[src/rtl/baud_gen.sv]
// UART oversample/mid-bit/bit tick generator with runtime integer + fractional divisor.
// Optional fractional accumulator is compiled in when BAUD_GEN_FRAC_EN is defined.
module baud_gen #(
    parameter int DIV_W  = 16,
    parameter int FRAC_W = 4,
    parameter int OSR_W  = 5
) (
    input  logic              clk,
    input  logic              rst,
    input  logic              enable,
    input  logic              sync,
    input  logic [DIV_W-1:0]  div_int,
    input  logic [FRAC_W-1:0] div_frac,
    input  logic [OSR_W-1:0]  osr,
    output logic              os_tick,
    output logic              mid_tick,
    output logic              bit_tick
);

    logic [DIV_W:0]   cnt;
    logic [DIV_W:0]   limit;
    logic [OSR_W-1:0] os_cnt;
    logic             carry_q;
    logic             os_event;

`ifdef BAUD_GEN_FRAC_EN
    logic [FRAC_W-1:0] acc;
    logic [FRAC_W:0]   frac_sum;

    assign frac_sum = {1'b0, acc} + {1'b0, div_frac};

    // Carry-out of the accumulator stretches the following period by one cycle.
    always_ff @(posedge clk or posedge rst) begin
        if (rst) begin
            acc     <= '0;
            carry_q <= 1'b0;
        end else if (sync) begin
            acc     <= '0;
            carry_q <= 1'b0;
        end else if (enable && os_event) begin
            {carry_q, acc} <= frac_sum;
        end
    end
`else
    logic unused_div_frac;

    assign carry_q         = 1'b0;
    assign unused_div_frac = ^div_frac;
`endif

    // Extra bit keeps all-ones div_int plus carry from wrapping.
    assign limit    = {1'b0, div_int} + {{DIV_W{1'b0}}, carry_q};
    assign os_event = (cnt >= limit);

    always_ff @(posedge clk or posedge rst) begin
        if (rst) begin
            cnt      <= '0;
            os_cnt   <= '0;
            os_tick  <= 1'b0;
            mid_tick <= 1'b0;
            bit_tick <= 1'b0;
        end else if (sync) begin
            cnt      <= '0;
            os_cnt   <= '0;
            os_tick  <= 1'b0;
            mid_tick <= 1'b0;
            bit_tick <= 1'b0;
        end else if (!enable) begin
            os_tick  <= 1'b0;
            mid_tick <= 1'b0;
            bit_tick <= 1'b0;
        end else if (os_event) begin
            cnt      <= '0;
            os_tick  <= 1'b1;
            mid_tick <= (os_cnt == (osr >> 1));
            // >= so that lowering osr mid-bit still terminates the bit.
            if (os_cnt >= osr) begin
                os_cnt   <= '0;
                bit_tick <= 1'b1;
            end else begin
                os_cnt   <= os_cnt + {{(OSR_W-1){1'b0}}, 1'b1};
                bit_tick <= 1'b0;
            end
        end else begin
            cnt      <= cnt + {{DIV_W{1'b0}}, 1'b1};
            os_tick  <= 1'b0;
            mid_tick <= 1'b0;
            bit_tick <= 1'b0;
        end
    end

endmodule

[config.mk]
export PLATFORM = sky130hd
export DESIGN_NAME = baud_gen
export DESIGN_NICKNAME = d
export VERILOG_FILES = /design/src/rtl/baud_gen.sv
export SDC_FILE = /design/constraint.sdc
export NUM_CORES = 1
export LEC_CHECK = 0
export ABC_AREA = 1
export CAP_MARGIN = 15
export CORE_MARGIN = 2
export CORE_UTILIZATION = 40
export CTS_CLUSTER_DIAMETER = 50
export DETAILED_ROUTE_END_ITERATION = 12
export PLACE_DENSITY = 0.73
export REMOVE_ABC_BUFFERS = 1
export SLEW_MARGIN = 10
export SYNTH_ARGS = -nofsm -noshare
export SYNTH_HDL_FRONTEND = slang
export SYNTH_SLANG_ARGS = --single-unit
[constraint.sdc]
create_clock -name clk -period 2.25 [get_ports clk]
set_clock_uncertainty 0.05 [all_clocks]
set_input_delay 0.45 -clock clk [delete_from_list [all_inputs] [get_ports clk]]
set_output_delay 0.45 -clock clk [all_outputs]
set_load 0.01 [all_outputs]
# Word level (Yosys, flattened, before mapping)

Index checks and enable logic that the tools add are counted.
Widths: inputs -> output; s select.

Output and inout bits: 3
Input port bits: 29
Register bits after elaboration: 25

$add $sub $neg: 2
Reduce and logical (&&, ||, !) cells: 3
Muxes and demuxes: 17
$lt $le $gt $ge: 2
Eq/ne operators: 1

Operators with widths:

| operator              | number |
|---|---|
| $mux 17               | 3 |
| $mux 5                | 4 |
| $add 17x1->17 const B | 1 |
| $ge 17x16->1          | 1 |
| $mux 1                | 10 |
| $add 5x1->5 const B   | 1 |
| $eq 5x4->1            | 1 |
| $ge 5x5->1            | 1 |
| $reduce_bool 2->1     | 2 |
| $reduce_and 2->1      | 1 |

# Logic depth before layout (Yosys ltp)

Depth after elaboration: 5
Gate-level depth with buffers: 14

# Worst setup path after synthesis

OpenSTA, ideal clock, no wires.

Kind: input port to flip-flop
From: in div_int[12]
To: reg os_cnt[2]
Required time: 2.082 ns
Setup time: 0.118 ns
Buffers on the path: 0
Cell stages on the path: 11
Arrival time: 1.622 ns
Setup slack: 0.460 ns
Cells stage by stage: inv_1 -> ha_1 -> nand2_1 -> nor2_1 -> nand3_1 -> nor2_1 -> nor2_2 -> nand3_1 -> nand2_1 -> nand3_1 -> nand2_1

Longest elaborated chain between the ends: 3

Ends and longest elaborated chain:

| item                               | RTL line | source |
|---|---|---|
| from (decl)                        | 12       | `input logic [DIV_W-1:0] div_int,` |
| $ge 17x16->1                       | 53       | `assign os_event = (cnt >= limit);` |
| $reduce_bool 2->1 (no source line) | --       |  |
| $reduce_and 2->1 (no source line)  | --       |  |
| to (signal assigned)               | 81       | `os_cnt <= os_cnt + {{(OSR_W-1){1'b0}}, 1'b1};` |
| to (decl)                          | 22       | `logic [OSR_W-1:0] os_cnt;` |

Every way passes these cells.
A chain may end at the register's enable or synchronous reset.

# Worst setup path after layout

From: in div_int[12]
To: reg cnt[12]

Longest elaborated chain between the ends: 4

Ends and longest elaborated chain:

| item                 | RTL line | source |
|---|---|---|
| $ge 17x16->1         | 53       |  |
| $mux 17              | 72       | `end else if (os_event) begin` |
| $mux 17              | 68       | `end else if (!enable) begin` |
| $mux 17              | 62       | `end else if (sync) begin` |
| to (signal assigned) | 85       | `cnt <= cnt + {{DIV_W{1'b0}}, 1'b1};` |
| to (decl)            | 20       | `logic [DIV_W:0] cnt;` |

Every way passes these cells. The select of a mux whose other input is x is not followed.

==> run_results.csv <==
group,metric,value,unit
layout,register_area,626,µm²
layout,antenna_cells,0,
timing,fmax,473,MHz
logic_synthesis,syn_inst,271,
logic_synthesis,ys_seq_area_share,30.9,%
die,core,4820,µm²
setup_path,worstSetupStartpointType,"input pin",
clock_tree,cts_sinks,25,
die,start_util,42.1,%
logic_synthesis,synthFlopType,"dfrtp_1",
setup_path,path_cells,"clkdlybuf4s50_1 > inv_1 > ha_1 > nand2_2 > inv_1 > nand2_1 > a21oi_1 > nor2_2 > nand2_2 > nor2_4 > nand2_8 > o21ai_0",
clock_tree,clock_path_buffers,2,
drt,drt-met1-wl,1.92,mm
setup_path,worstReg2RegStart,"cnt[12]",
layout,multi_input_area,1230,µm²
timing,worstMarginPinSlew,0.357,ns
timing,period_needed,2.12,ns
setup_path,crit_path_end,"cnt[12]",
die,rows,25,
placed_design,gp_congestion,0.858,
timing,post-route-period-util,94.0,%
layout,fillers,495,
setup_path,cp_top_family,"simple AND/OR/NAND/NOR gates",
layout,nets,357,
timing,slew_headroom,76.0,%
logic_synthesis,yosysWarnings,0,
die,dieArea,5650,µm²
drt,met2_wirelength,2.06,mm
timing,setup_viol,0,
global_routing,gr-total-overflow,0,
clock_tree,clock_latency,0.28,ns
setup_path,ff2ff_path_depth,10,
global_routing,grt_pass1_wl,7.46,mm
power_and_ir_drop,leakagePower,1.21,nW
clock_tree,cts_tree,"built",
logic_synthesis,yosys-top-cells-count,"nand2_1 (67), inv_1 (45), dfrtp_1 (25)",
timing,rsz0062_at_grt,"no",
placed_design,dp_hpwl,3.28,mm
logic_synthesis,syn_area,2030,µm²
clock_tree,postCtsSetupBuffers,0,
logic_synthesis,synth_top_area_share,30.9,%
setup_path,critical_path_class,"input pin to register",
layout,layout-drive-gt1-share,11.5,%
drt,first_iter_violations,151,
logic_synthesis,synth_edf_count,0,
die,chipWidth,75.2,µm
setup_path,end_kind,"register",
setup_path,slowest_delay,0.46,ns
logic_synthesis,yosys.area.top_type,"dfrtp_1",
timing,hold_slack,0.462,ns
flow_run,drv_cap,0,
drt,first_pass_iters,4,
drt,vias,1798,
setup_path,path_max_fanout,14,
drt,drt-vias-per-instance,4.85,
drt,met3_length,143,µm
layout,post_layout_nonfiller_instances,371,
timing,finalHoldViolations,0,
logic_synthesis,syn_area_per_cell,7.48,µm²
die,io_pins,32,
logic_synthesis,yosysMostFrequentCell,"nand2_1",
power_and_ir_drop,ir_drop,305,µV
drt,top_layer,"met4",
power_and_ir_drop,power_density,357,nW/µm²
worst_hold_path,min_path_type,"input pin to asynchronous set/reset pin",
run_status,status,"completed",
drt,drtAntennaViolNets,0,
clock_tree,path_clk_slew,0.10,ns
clock_tree,htreeDepth,1,
setup_path,crit_cells,12,
setup_path,r2r-end,"cnt[12]",
setup_path,crit_buf_inv,3,
setup_path,cp-startpoint,"div_int[12]",
setup_path,slowest_stage,"clkdlybuf4s50_1",
global_routing,grt_pass1_vias,1724,
drt,drt_wl_total,4.14,mm
logic_synthesis,ys_seq_elements,25,
clock_tree,cts_made_buffers,3,
logic_synthesis,synth-async-reset-ratio,100,%
drt,post_drt_wl_per_cell,11.2,µm
logic_synthesis,synth.distinct_cells,30,
setup_path,required,2.41,ns
timing,slew_viol_final,0,
global_routing,grt_usage,16.8,%
die,die_y,75.2,µm
logic_synthesis,ys_top_cells_by_area,"dfrtp_1 (31%), ha_1 (14%), nand2_1 (12%)",
setup_path,cp_data_arrival_time,2.27,ns
clock_tree,clockRootBuffer,"clkbuf_8",
global_routing,grt_max_degree,26,
placed_design,port_buffers,27,
placed_design,placed_cells,367,
drt,post-route-drc-count,0,
setup_path,rrSetupSlack,0.34,ns
layout,synthToLayoutAreaGrowth,21.7,%
global_routing,antenna_found_initial,0,
-- metal layers --
layer | global-route usage, % | vias up
met3 | 3.21 | 2
met2 | 29.5 | 28
li1 | - | 940
met4 | 2.34 | 0
met1 | 22.1 | 828
met5 | 0 | -
-- power by group --
| part | internal (mW) | leakage [nW] | switching (mW) | total (mW) |
|---|---|---|---|---|
| combinational | 0.0686 | 0.835 | 0.0706 | 0.139 |
| sequential | 0.454 | 0.348 | 0.00595 | 0.460 |
| clock | 0.125 | 0.0255 | 0.157 | 0.282 |
-- worst min path at each step --
stage | from | to | slack, ns | cells after the start
after floorplan | rst | bit_tick | 0.43 | 1
after global placement | cnt[0] | cnt[0] | 0.48 | 2
after detailed placement | cnt[0] | cnt[0] | 0.48 | 2
after CTS | rst | cnt[11] | 0.48 | 3
after global routing | rst | cnt[11] | 0.54 | 3
final | rst | cnt[11] | 0.46 | 3
-- layout make-up --
type	count	area share, %
Multi-Input combinational cell	197	49.9
Sequential cell	25	25.4
Timing Repair Buffer	32	12.5
Inverter	46	7.00
Tap cell	67	3.40
Clock buffer	3	1.67
Clock inverter	1	0.203
-- timing repair --
item,CTS,global route
endpoints found under the setup margin,0,11
hold buffers,0,0
resized for setup,0,5
-- flip-flops by register name, summed over array words and instances, names as in the netlist --
name	cells
mid_tick	1
bit_tick	1
os_cnt	5
cnt	17
os_tick	1
-- worst register-to-register path, stage by stage, from the launching register on --
cell	delay, ns
dfrtp_1	0.45
ha_1	0.33
nand2_2	0.11
inv_1	0.04
nand2_1	0.08
a21oi_1	0.08
nor2_2	0.16
nand2_2	0.08
nor2_4	0.15
nand2_8	0.13
o21ai_0	0.17
-- stage by stage --
| stage | power (mW) | worst slack, ns | utilization [%] | instance area, µm² | setup TNS, ns |
|---|---|---|---|---|---|
| floorplan | 0.538 | 0.460 | - | 2010 | 0 |
| CTS | 0.886 | 0.113 | 50.8 | 2440 | 0 |
| global route | 0.928 | 0.00998 | 51.2 | 2470 | 0 |
| finish | 0.881 | 0.135 | 51.2 | 2470 | 0 |
| detailed placement | 0.607 | -0.179 | 49.8 | 2400 | -2.96 |
| global placement | 0.603 | -0.122 | 49.8 | 2400 | -1.83 |
-- placed cells by master (no fill, tap or decap), types with 3 or more instances in the layout --
master,netlist,routed
nand2_1,67,65
inv_1,45,45
clkdlybuf4s50_1,0,27
dfrtp_1,25,25
ha_1,23,23
nor2_1,20,19
nand3_1,14,13
nand4_1,13,13
xor2_1,9,9
o21ai_2,9,9
a21oi_1,7,7
nor2_2,6,7
xnor2_1,6,6
buf_4,0,5
o21ai_0,4,4
nand2_2,2,4
o21ai_1,4,4
clkbuf_8,0,3
-- cell families (layout without fill, tap and decap cells) --
logic type | count (synthesis) | after routing | synth area share, %
AND/OR/NAND/NOR | 128 | 128 | 28.3
buffers and inverters | 49 | 82 | 9.51
AO/OA/AOI/OAI | 31 | 31 | 10.6
adder cells (fa/ha/maj) | 23 | 23 | 14.2
flip-flops | 25 | 25 | 30.9
XOR/XNOR | 15 | 15 | 6.48
(Power assumes the default switching activity.)
